--- src/rtl/mtsp_issue_pkg.sv ---
// Shared types for the MO issue sequencer: lane descriptors, issue slots and FSM states.
// Also holds the helpers that classify a phase's lanes.
package mtsp_issue_pkg;

   localparam int DESC_W  = 7;
   localparam int WADDR_W = 7;
   localparam int LANES   = 4;

   typedef struct packed {
      logic       nen;
      logic       alt;
      logic       sel;
      logic [3:0] mo;
   } modesc_t;

   // lane[3] is X, lane[0] is W, so the packed layout matches the {X,Y,Z,W} port order
   typedef struct packed {
      modesc_t [LANES-1:0] lane;
      logic [3:0]          mask;
      logic [WADDR_W-1:0]  waddr;
      logic                phase;
   } slot_t;

   typedef enum logic [1:0] {
      IDLE = 2'd0,
      PH0  = 2'd1,
      PH1  = 2'd2
   } issue_state_t;

   function automatic logic phase_empty(input modesc_t [LANES-1:0] lanes);
      return lanes[3].nen & lanes[2].nen & lanes[1].nen & lanes[0].nen;
   endfunction

   function automatic logic [3:0] lane_wen(input modesc_t [LANES-1:0] lanes);
      return {~lanes[3].nen, ~lanes[2].nen, ~lanes[1].nen, ~lanes[0].nen};
   endfunction

endpackage

--- src/rtl/mtsp_issue_slot_reg.sv ---
// Load/hold register for one issue slot with asynchronous active-low clear.
// Used for both the visible output slot and the phase #1 holding buffer.
module mtsp_issue_slot_reg
   import mtsp_issue_pkg::*;
(
   input  logic  clk,
   input  logic  rst_n,
   input  logic  load,
   input  slot_t slot_in,
   output slot_t slot_out
);

   slot_t slot_d;
   slot_t slot_q;

   always_comb begin
      slot_d = load ? slot_in : slot_q;
   end

   always_ff @(posedge clk or negedge rst_n) begin
      if (!rst_n) begin
         slot_q <= '0;
      end else begin
         slot_q <= slot_d;
      end
   end

   assign slot_out = slot_q;

endmodule

--- src/rtl/mtsp_mo_issue_seq.sv ---
// Serialises dispatched MO bundles into per-phase issue slots for the vector ALU pipe,
// phase #0 first, skipping phases whose lanes are all disabled.
module mtsp_mo_issue_seq
   import mtsp_issue_pkg::*;
#(
   parameter int MODESC_W = DESC_W,
   parameter int GPR_AW   = WADDR_W,
   parameter int CNT_W    = 16
) (
   input  logic                  CLK,
   input  logic                  nRST,
   input  logic                  FLUSH,
   input  logic                  IN_VALID,
   output logic                  IN_READY,
   input  logic [4*MODESC_W-1:0] IN_MO0,
   input  logic [4*MODESC_W-1:0] IN_MO1,
   input  logic [3:0]            IN_MASK0,
   input  logic [3:0]            IN_MASK1,
   input  logic [GPR_AW-1:0]     IN_WADDR0,
   input  logic [GPR_AW-1:0]     IN_WADDR1,
   output logic                  OUT_VALID,
   input  logic                  OUT_READY,
   output logic [4*MODESC_W-1:0] OUT_MO,
   output logic [3:0]            OUT_MASK,
   output logic [3:0]            OUT_WEN,
   output logic [GPR_AW-1:0]     OUT_WADDR,
   output logic                  OUT_PHASE,
   output logic [CNT_W-1:0]      STAT_ISSUED
);

   issue_state_t state_q, state_d;
   logic         e1_held_q, e1_held_d;
   logic [CNT_W-1:0] stat_q, stat_d;

   slot_t slot0_in, slot1_in;
   slot_t out_in, out_q, buf_q;
   logic  out_load, buf_load;
   logic  e0, e1, last, accept, fire, in_ready, out_valid;

   assign slot0_in = {IN_MO0, IN_MASK0, IN_WADDR0, 1'b0};
   assign slot1_in = {IN_MO1, IN_MASK1, IN_WADDR1, 1'b1};
   assign e0       = phase_empty(slot0_in.lane);
   assign e1       = phase_empty(slot1_in.lane);

   assign last   = (state_q == PH1) | ((state_q == PH0) & e1_held_q);
   assign accept = IN_VALID & in_ready;
   assign fire   = out_valid & OUT_READY;

   always_ff @(posedge CLK or negedge nRST) begin
      if (!nRST) begin
         state_q   <= IDLE;
         e1_held_q <= 1'b1;
         stat_q    <= '0;
      end else begin
         state_q   <= state_d;
         e1_held_q <= e1_held_d;
         stat_q    <= stat_d;
      end
   end

   // FLUSH wins over everything; a new bundle only arrives when the current one is on its last slot
   always_comb begin
      state_d = state_q;
      if (FLUSH) begin
         state_d = IDLE;
      end else if (accept) begin
         if (!e0) begin
            state_d = PH0;
         end else if (!e1) begin
            state_d = PH1;
         end else begin
            state_d = IDLE;
         end
      end else if ((state_q == PH0) && OUT_READY && !e1_held_q) begin
         state_d = PH1;
      end else if (fire && last) begin
         state_d = IDLE;
      end
   end

   always_comb begin
      out_valid = (state_q != IDLE);
      in_ready  = ~FLUSH & ((state_q == IDLE) | (OUT_READY & last));
      out_load  = 1'b0;
      buf_load  = 1'b0;
      out_in    = buf_q;
      e1_held_d = e1_held_q;
      stat_d    = stat_q + {{(CNT_W-1){1'b0}}, fire};
      if (accept) begin
         e1_held_d = e1;
         if (!e0) begin
            out_load = 1'b1;
            out_in   = slot0_in;
            buf_load = 1'b1;
         end else if (!e1) begin
            out_load = 1'b1;
            out_in   = slot1_in;
         end
      end else if (!FLUSH && (state_q == PH0) && OUT_READY && !e1_held_q) begin
         out_load = 1'b1;
         out_in   = buf_q;
      end
   end

   mtsp_issue_slot_reg u_out_slot (
      .clk      (CLK),
      .rst_n    (nRST),
      .load     (out_load),
      .slot_in  (out_in),
      .slot_out (out_q)
   );

   mtsp_issue_slot_reg u_buf_slot (
      .clk      (CLK),
      .rst_n    (nRST),
      .load     (buf_load),
      .slot_in  (slot1_in),
      .slot_out (buf_q)
   );

   // write enables only mean something while a slot is presented, so they read 0 when idle
   assign IN_READY    = in_ready;
   assign OUT_VALID   = out_valid;
   assign OUT_MO      = out_q.lane;
   assign OUT_MASK    = out_q.mask;
   assign OUT_WADDR   = out_q.waddr;
   assign OUT_PHASE   = out_q.phase;
   assign OUT_WEN     = out_valid ? lane_wen(out_q.lane) : 4'b0000;
   assign STAT_ISSUED = stat_q;

endmodule

--- config.mk ---
export PLATFORM = sky130hd
export DESIGN_NAME = mtsp_mo_issue_seq
export DESIGN_NICKNAME = d
export VERILOG_FILES = /design/src/rtl/mtsp_issue_pkg.sv /design/src/rtl/mtsp_issue_slot_reg.sv /design/src/rtl/mtsp_mo_issue_seq.sv
export SDC_FILE = /design/constraint.sdc
export NUM_CORES = 1
export LEC_CHECK = 0
export ABC_CLOCK_PERIOD_IN_PS = 5260
export BUFFER_PORTS_ARGS = -buffer_cell sky130_fd_sc_hd__buf_2
export CORE_MARGIN = 5
export CORE_UTILIZATION = 35
export CTS_BUF_LIST = sky130_fd_sc_hd__clkbuf_2
export CTS_CLUSTER_DIAMETER = 150
export DETAILED_ROUTE_END_ITERATION = 12
export GPL_TIMING_DRIVEN = 0
export HOLD_SLACK_MARGIN = 0.03
export PLACE_DENSITY = 0.58
export SYNTH_ARGS = -nofsm -noshare
export SYNTH_HDL_FRONTEND = slang
export SYNTH_HIERARCHICAL = 1
export SYNTH_SLANG_ARGS = --single-unit
--- constraint.sdc ---
create_clock -name CLK -period 5.26 [get_ports CLK]
set_input_delay 0 -clock CLK [delete_from_list [all_inputs] [get_ports CLK]]
set_output_delay 0 -clock CLK [all_outputs]
set_load 0.02 [all_outputs]
### Word-level counts from Yosys, hierarchy flattened

Cells that the tools add are included.

| cells by class | value |
|---|---|
| add/sub/neg operators | 1 |
| equality and inequality tests | 2 |
| mux-type cells | 16 |
| bitwise logic cells | 18 |
| reduce and logical (&&, ||, !) cells | 11 |

Operators with widths:

| kind | number |
|---|---|
| $mux W40 | 3 |
| $add A16 B1 Y16 | 1 |
| $mux W2 | 6 |
| $and A1 B1 Y1 | 11 |
| $logic_and A1 B1 Y1 | 6 |
| $mux W1 | 6 |
| $not A1 Y1 | 5 |
| $mux W4 | 1 |
| $reduce_bool A4 Y1 | 1 |
| $eq A2 B1 Y1 const B | 1 |
| $eq A2 B2 Y1 const B | 1 |
| $logic_not A1 Y1 | 2 |
| $logic_not A2 Y1 | 1 |
| $or A1 B1 Y1 | 2 |
| $reduce_bool A2 Y1 | 1 |

| word-level totals | value |
|---|---|
| register bits | 99 |
| bits of input ports | 83 |
| output and inout bits | 62 |
| word-level logic and storage cells | 89 |

### Longest topological paths before layout

Gate-level depths: netlist of run 1.

| depth | value |
|---|---|
| word-level depth | 9 |
| gate-level depth with buffers | 8 |
| depth with buffers taken out | 8 |

### By module

Netlist of run 1, hierarchy kept.

Modules (own cells, without submodules):

| module | times used | cells each | area an instance (sq um) | sequential area each (sq um) |
|---|---|---|---|---|
| mtsp_issue_slot_reg | 2 | 84 | 1496.4 | 1001.0 |
| mtsp_mo_issue_seq | 1 | 194 | 1711.6 | 476.7 |

### Worst setup path before layout of run 1

OpenSTA, ideal clock, no wires.

| timing path | value |
|---|---|
| kind | reg-to-reg |
| start | reg e1_held_q |
| end | reg u_out_slot.slot_q, in the netlist u_out_slot/slot_out[0] |
| library setup time | 0.125 ns |
| arrival time | 1.972 ns |
| required time | 5.135 ns |
| path slack | 3.163 ns |
| cell stages (with the launch flop) | 9 |
| buffers on the path | 3 |
| period minus slack after synthesis | 2.097 ns |
| cells stage by stage | dfstp_2 and4bb_1 a21oi_4 nor3_4 buf_6 buf_6 a21o_1 buf_6 mux2_2 |

| between the ends | value |
|---|---|
| word-level cells in the longest chain between the ends | 7 |
| elaborated cells between the ends (all ways) | 11 |
| classes of those cells | mux: 3; bitwise: 6; reduce/logical: 2 |

RTL lines:

| item | RTL line | RTL |
|---|---|---|
| start, declared | mtsp_mo_issue_seq.sv:32 | `logic e1_held_q, e1_held_d;` |
| start signal, assigned | mtsp_mo_issue_seq.sv:56 | `e1_held_q <= e1_held_d;` |
| $and A1 B1 Y1 | mtsp_mo_issue_seq.sv:45 | `assign last = (state_q == PH1) \| ((state_q == PH0) & e1_held_q);` |
| $or A1 B1 Y1 | mtsp_mo_issue_seq.sv:45 |  |
| $and A1 B1 Y1 | mtsp_mo_issue_seq.sv:83 | `in_ready = ~FLUSH & ((state_q == IDLE) \| (OUT_READY & last));` |
| $or A1 B1 Y1 | mtsp_mo_issue_seq.sv:83 |  |
| $and A1 B1 Y1 | mtsp_mo_issue_seq.sv:83 |  |
| $and A1 B1 Y1 | mtsp_mo_issue_seq.sv:46 | `assign accept = IN_VALID & in_ready;` |
| $mux W1 * | mtsp_mo_issue_seq.sv:89 | `if (accept) begin` |
| net out_load | mtsp_mo_issue_seq.sv:37 | `logic out_load, buf_load;` |
| end signal, assigned | mtsp_issue_slot_reg.sv:24 | `slot_q <= slot_d;` |
| end, declared | mtsp_issue_slot_reg.sv:14 | `slot_t slot_q;` |

The timed path passes the listed nets; every way through them passes the cells marked *.
A chain may end at the register's enable or synchronous reset.

### Worst setup path in the final report of run 1

| timing path | value |
|---|---|
| start | reg e1_held_q |
| end | reg u_out_slot.slot_q, in the netlist u_out_slot/slot_out[38] |

The elaborated chain is that of the path after synthesis.

==> results of run 1 <==
==> cell families after synthesis <==
group / count (synthesis)
AOI/OAI and AO/OA: 90
adders and majority gates: 2
other: 1
muxes: 80
buffers and inverters: 26
and+or+nand+nor: 50
xor gates and xnor gates: 14
DFF: 99
==> power by group through the flow <==
stage	clock, mW	sequential (mW)	combinational (mW)
detailed placement	0	1.19	1.00
finish	0.407	1.18	1.05
CTS	0.427	1.18	1.06
floorplan	0	1.39	0.437
global placement	0	1.18	0.981
global route	0.453	1.21	1.12
==> stage by stage <==
| stage | instances | cell area (µm²) | hold WS, ps | util, % |
|---|---|---|---|---|
| 2_1_floorplan | 362 | 4700 | -296 | - |
| 4_1_cts | 787 | 6690 | 98.7 | 50.7 |
| 5_1_grt | 789 | 6700 | 111 | 50.8 |
| 6_report | 789 | 6700 | 182 | 50.8 |
| 3_5_place_dp | 683 | 5680 | 37.0 | 43.0 |
| 3_3_place_gp | 682 | 5650 | 249 | 42.8 |
==> cell usage after synthesis, drive strengths merged (5+ instances only) <==
| cell type | instances | share of area (%) |
|---|---|---|
| a2bb2oi | 39 | 8.5 |
| buf | 18 | 3.2 |
| clkbuf | 5 | 0.40 |
| dfrtp | 98 | 52 |
| mux2 | 80 | 19 |
| nand2 | 10 | 0.80 |
| nand3 | 8 | 0.85 |
| nor2 | 15 | 1.2 |
| o21ai | 8 | 0.85 |
| o22ai | 36 | 4.8 |
| xnor2 | 9 | 1.7 |
| xor2 | 5 | 0.93 |
==> area by class of cell <==
type / count / area, µm²
diodes: 2 / 5.00
plain buffers: 23 / 171
clock buffers: 9 / 45.0
clock inverters: 7 / 82.6
fillers: 1179 / 6490
inverters: 3 / 11.3
multi-input cells: 237 / 2040
flip-flops and latches: 99 / 2480
well taps: 176 / 220
repair buffers: 233 / 1640
==> registers in the layout, summed over array words and instances, names as in the netlist <==
signal               cells
STAT_ISSUED             16
e1_held_q                1
state_q                  2
u_buf_slot/slot_out     40
u_out_slot/slot_out     40
==> routing by layer <==
layer	global-route usage, %	up-vias	routed length [µm]
met5	0	-	0
met4	7.13	0	357
met3	4.06	30	803
met2	30.1	137	6610
met1	22.5	1942	6100
li1	-	1855	-
==> cells in the final DEF (no fill, tap or decap), types with 5 or more instances in the layout <==
| master | instances |
|---|---|
| dfrtp_1 | 98 |
| o22ai_1 | 36 |
| nand2_1 | 10 |
| a2bb2oi_1 | 30 |
| xor2_1 | 5 |
| nor2_1 | 15 |
| dlygate4sd3_1 | 87 |
| xnor2_1 | 9 |
| a2bb2oi_2 | 9 |
| clkbuf_1 | 5 |
| nand3_1 | 8 |
| clkbuf_2 | 9 |
| buf_2 | 151 |
| buf_6 | 10 |
| mux2_2 | 80 |
| o21ai_0 | 8 |
==> path summary, 6_finish.rpt <==
check	end	slack, ps	depth (start not counted)	from
max reg2reg	u_out_slot/slot_out[38]$_DFFE_PN0P_	2800	8	e1_held_q$_DFFE_PN1N_
max	u_out_slot/slot_out[38]$_DFFE_PN0P_	2800	8	e1_held_q$_DFFE_PN1N_
min in group asynchronous	STAT_ISSUED[1]$_DFF_PN0_	420	4	nRST
min	u_buf_slot/slot_out[20]$_DFFE_PN0P_	180	3	IN_MO1[8]
max in group asynchronous	e1_held_q$_DFFE_PN1N_	4510	4	nRST
min reg2reg	STAT_ISSUED[15]$_DFF_PN0_	500	1	STAT_ISSUED[15]$_DFF_PN0_
==> critical path: stages, from the launching register on <==
cell,delay (ps)
dfstp_2,620
and4bb_1,240
a21oi_4,70
nor3_4,230
buf_6,200
buf_6,190
a21o_1,230
buf_6,220
mux2_2,350
==> what timing repair did <==
item,CTS,global route
endpoints found under the hold margin,183,0
hold buffers,88,0
setup buffers,0,0
==> impl_metrics.toml, run 1 <==
[place]
place.gp.congestion = 0.802
hpwl_um = 9490
post-place-ws_ps = 2850
port_buffers = 144

[grt]
grt_max_degree = 60
grt_pass1_vias = 4298
grt_first_pass_wirelength_um = 22700
grt_overflow_total = 0
grt_usage_pct = 17.9
antenna_found_initial = 1

[yosys]
avgSynthCellArea_um2 = 13.0
synth-adder-area-share_pct = 0.532
synth-edff-count = 0
synth_area_um2 = 4700
synth_cell_type_count = 33
ys_seq_elements = 99
synth_simple_gate_area_share_pct = 5.80
synthesis.nets = 447
yosys_warnings = 6
synth_compound_area_share_pct = 15.3
yosysSeqAreaShare_pct = 52.7
yosys.area_share.xor_xnor_pct = 2.61
synth_top_family_by_area = "multiplexers"
synthArstFlopShare_pct = 100
synth.area.mux_share_pct = 19.1
synth_ff_type = "dfrtp_1"
postSynthCellCount = 362

[die]
dieArea_um2 = 15900
initial_core_util_pct = 35.7
die_w_um = 126
dieHeight_um = 126
coreArea_um2 = 13200
rows = 42
ios = 145

[sta]
fmax_mhz = 407
hold_viol_final = 0
finalSetupViolations = 0
min_period_ps = 2460
skew_ps = 22.7
rsz0062_at_grt = "false"
relSlewSlack_pct = 54.9
setup-tns-final_ps = 0
tightest_slew_ps = 674
worst_slack_ps = 2800
drv_slew = 0
period_share_pct = 46.7

[worst_setup_path]
critPathRequiredTime_ps = 5750
crit_type = "reg2reg"
end_kind = "flip-flop"
arrival_ps = 2940
crit_fanout = 10
critPathLaunchType = "flip-flop"

[power_and_ir_drop]
power.total_mw = 2.63
netSwitchingPower_uw = 947
leakagePower_nw = 3.05
p_per_area_nw_per_um2 = 393
clkPwrFrac_pct = 15.5
worst_ir_drop_vdd_uv = 244
p_int_mw = 1.68
switching_share_pct = 36.0
pwr-share-comb_pct = 39.8
seqPwrFrac_pct = 44.7

[worst_hold_path]
hold_path_class = "in2reg"

[clock_tree]
numClockSinks = 99
cts-root-buf = "clkbuf_2"
insertion_delay_ps = 580
clk_pin_slew_ps = 270
postCtsResizedCells = 0
clock_path_buffers = 2
htreeDepth = 3
cts_tree = "done"
cts_buffers = 9

[cells_and_area]
drive_above_1_share_pct = 44.4
final_nets = 691
area_growth_pct = 42.4

[status]
outcome = "finished clean"

[detailed_routing]
wl_um = 13900
viasPerCell = 5.02
drt_pass1_iterations = 4
dr_total_vias = 3964
wl_per_cell_um = 17.6
drt_first_iter_violations = 144
drc_errors = 0
postRouteAntennaNets = 0

[run]
drv_cap = 0
Power figures use the tool's default switching activity.
==> inputs of run 2 (changes only) <==
- ABC_AREA: unset -> 1
- ABC_CLOCK_PERIOD_IN_PS: 5260 -> 2300
- PLACE_DENSITY: 0.58 -> 0.57
- clock period: 5.26 -> 2.3 ns (I/O delays scaled with it)
==> run 2 against run 1 <==
Clock-buffer cell count is the same. Largest cell class is now multi-input gates. Cell area is 15% higher. Highest routed layer unchanged. Synthesized cell count rose by 130%. Critical path type unchanged. Die area up 19%. First-iteration DRC count is 130% higher.
==> impl_metrics.toml, run 2 <==
[yosys]
yosys_warnings = 6
synth_cell_type_count = 29
yosysTopAreaCell = "dfrtp_1"
netlist_top_cells_count = "598 x nand2_1, 98 x dfrtp_1, 21 x nand2_2"
yosys.cell_count.top_type = "nand2_1"
synth_top_area_share_pct = 43.1
avgSynthCellArea_um2 = 6.83
synth_ff_type = "dfrtp_1"
yosysSeqAreaShare_pct = 43.5
synth-edff-count = 0
postSynthCellCount = 834
synthesis.nets = 919
ys_seq_elements = 99
synthTopCellsByArea = "dfrtp_1 43%, nand2_1 39%, buf_6 3.0%, nand2_2 2.3%, clkbuf_8 1.5%"
synth_area_um2 = 5690
synthArstFlopShare_pct = 100

[clock_tree]
numClockSinks = 99
clk_pin_slew_ps = 310
cts_buffers = 9
cts-root-buf = "clkbuf_2"
cts_tree = "done"
postCtsResizedCells = 0
htreeDepth = 3
clock_path_buffers = 2
insertion_delay_ps = 620

[detailed_routing]
drc_errors = 0
drt_first_iter_violations = 325
wl_per_cell_um = 13.8
postRouteAntennaNets = 0
wl_um = 17900
dr_total_vias = 5790
viasPerCell = 4.45
drt_pass1_iterations = 5

[cells_and_area]
mostFrequentLayoutCells = "598 x nand2_1, 148 x buf_2, 98 x dfrtp_1, 85 x dlygate4sd3_1, 21 x nand2_2"
fin_util_pct = 48.4
area_growth_pct = 35.6
instances_no_fill = 1301
final_nets = 1163
layout_commonest_cell = "nand2_1"
final_area_um2 = 7720
drive_above_1_share_pct = 21.1

[power_and_ir_drop]
switching_share_pct = 42.8
worst_ir_drop_vdd_uv = 408
p_int_mw = 3.65
seqPwrFrac_pct = 44.2
clkPwrFrac_pct = 13.8
netSwitchingPower_mw = 2.73
leakagePower_nw = 4.50
pwr-share-comb_pct = 42.0
p_per_area_nw_per_um2 = 828

[sta]
finalSetupViolations = 0
setup-tns-final_ps = 0
drv_slew = 0
skew_ps = 46.6
fmax_mhz = 484
period_share_pct = 89.9
min_period_ps = 2070
rsz0062_at_grt = "false"
finalHoldWorstSlack_ps = 118
hold_viol_final = 0
relSlewSlack_pct = 61.3
tightest_slew_ps = 580

[worst_setup_path]
path_common_cell = "nand2_1"
path_buf_inv = 6
crit_slowest_cell = "dfrtp_1"
cp_slowest_stage_delay_ps = 500
path_delay_family = "buffers and inverters"
crit_type = "reg2reg"
path_cells = "nor2_4, inv_1, nand2_2, nand3_2, inv_2, buf_4, o21ai_1, nand2_1, buf_6, inv_8, buf_6, nand2_1, nand2_1"
crit_fanout = 10
critPathRequiredTime_ps = 2810
arrival_ps = 2580
end_kind = "flip-flop"
reg2reg_slack_ps = 230
critPathLaunchType = "flip-flop"

[run]
drv_cap = 0

[grt]
grt_usage_pct = 19.3
grt_overflow_total = 0
grt_first_pass_wirelength_um = 28200
antenna_found_initial = 1
grt_pass1_vias = 5461
grt_max_degree = 68

[die]
die_w_um = 138
ios = 145
rows = 46
initial_core_util_pct = 35.7
dieArea_um2 = 18900
dieHeight_um = 138
coreArea_um2 = 15900

[place]
placed_cells = 1195
place.gp.congestion = 0.812
dpl_cell_area_um2 = 6710
hpwl_um = 12400
port_buffers = 144

[status]
outcome = "finished clean"

[worst_hold_path]
hold_path_class = "in2reg"
-- run 2: changes by cell type after synthesis, sizes merged, moves of 11 or more --
cell,previous run,this run
nand2,10,619
mux2,80,0
a2bb2oi,39,0
o22ai,36,0
inv,3,19
clkbuf,5,16
-- run 2: power groups by stage --
stage	Combinational, mW	Clock [mW]	Sequential [mW]
final	2.68	0.883	2.82
after global placement	2.55	0	2.85
after global routing	2.98	0.994	2.91
after CTS	2.70	0.926	2.82
after detailed placement	2.57	0	2.85
after floorplan	1.20	0	3.28
-- run 2: final timing paths --
path | start | to | cells after the start
worst min-delay path | IN_MO1[16] | u_buf_slot/slot_out[28]$_DFFE_PN0P_ | 4
max in group asynchronous | nRST | u_buf_slot/slot_out[29]$_DFFE_PN0P_ | 4
worst max register to register | state_q[1]$_DFFE_PN0P_ | u_out_slot/slot_out[10]$_DFFE_PN0P_ | 13
worst max-delay path | state_q[1]$_DFFE_PN0P_ | u_out_slot/slot_out[10]$_DFFE_PN0P_ | 13
worst min register to register | STAT_ISSUED[15]$_DFF_PN0_ | STAT_ISSUED[15]$_DFF_PN0_ | 1
min in group asynchronous | nRST | STAT_ISSUED[10]$_DFF_PN0_ | 4
-- run 2: per-layer routing --
metal	wire length [µm]	up-vias	global-route usage, %
met3	1020	17	2.74
met1	8300	2635	26.9
met5	0	-	0
met2	8350	151	31.3
met4	273	0	5.43
li1	-	2987	-
-- run 2: cell families (layout without fill, tap and decap cells) --
| group | after synthesis | in the layout | share of synthesized area [%] |
|---|---|---|---|
| buffers and inverters | 62 | 311 | 8.40 |
| AO/OA/AOI/OAI | 7 | 7 | 0.615 |
| flip-flops | 99 | 99 | 43.5 |
| other | 1 | 3 | 0.0659 |
| AND/OR/NAND/NOR | 651 | 651 | 45.1 |
| XOR/XNOR | 12 | 12 | 1.85 |
| adder cells (fa/ha/maj) | 2 | 2 | 0.439 |
-- run 2: stage by stage --
stage | total power, mW | worst slack, ps
after global routing | 6.88 | 68.0
final | 6.39 | 233
after CTS | 6.45 | 74.0
after detailed placement | 5.43 | 133
after global placement | 5.40 | 39.3
after floorplan | 4.48 | 482
-- run 2: timing repair --
action | in CTS | in global routing
hold buffers | 86 | 0
setup buffers | 0 | 2
setup endpoints to repair | 0 | 41
hold endpoints to repair | 184 | 0
-- run 2: area by class of cell --
cell class	count	area, µm²
Multi-Input combinational cell	673	2740
Antenna cell	2	5.00
Timing Repair Buffer	233	1640
Inverter	19	86.3
Tap cell	216	270
Fill cell	1679	8230
Clock buffer	9	45.0
Sequential cell	99	2480
Clock inverter	7	67.6
Buffer	43	392
-- run 2: worst register-to-register path, stage by stage, from the launching register on --
cell     delay [ps]
dfrtp_1         500
nor2_4          190
inv_1            80
nand2_2         110
nand3_2         120
inv_2           130
buf_4           200
o21ai_1          90
nand2_1          90
buf_6           140
inv_8            50
buf_6           150
nand2_1          70
nand2_1          50
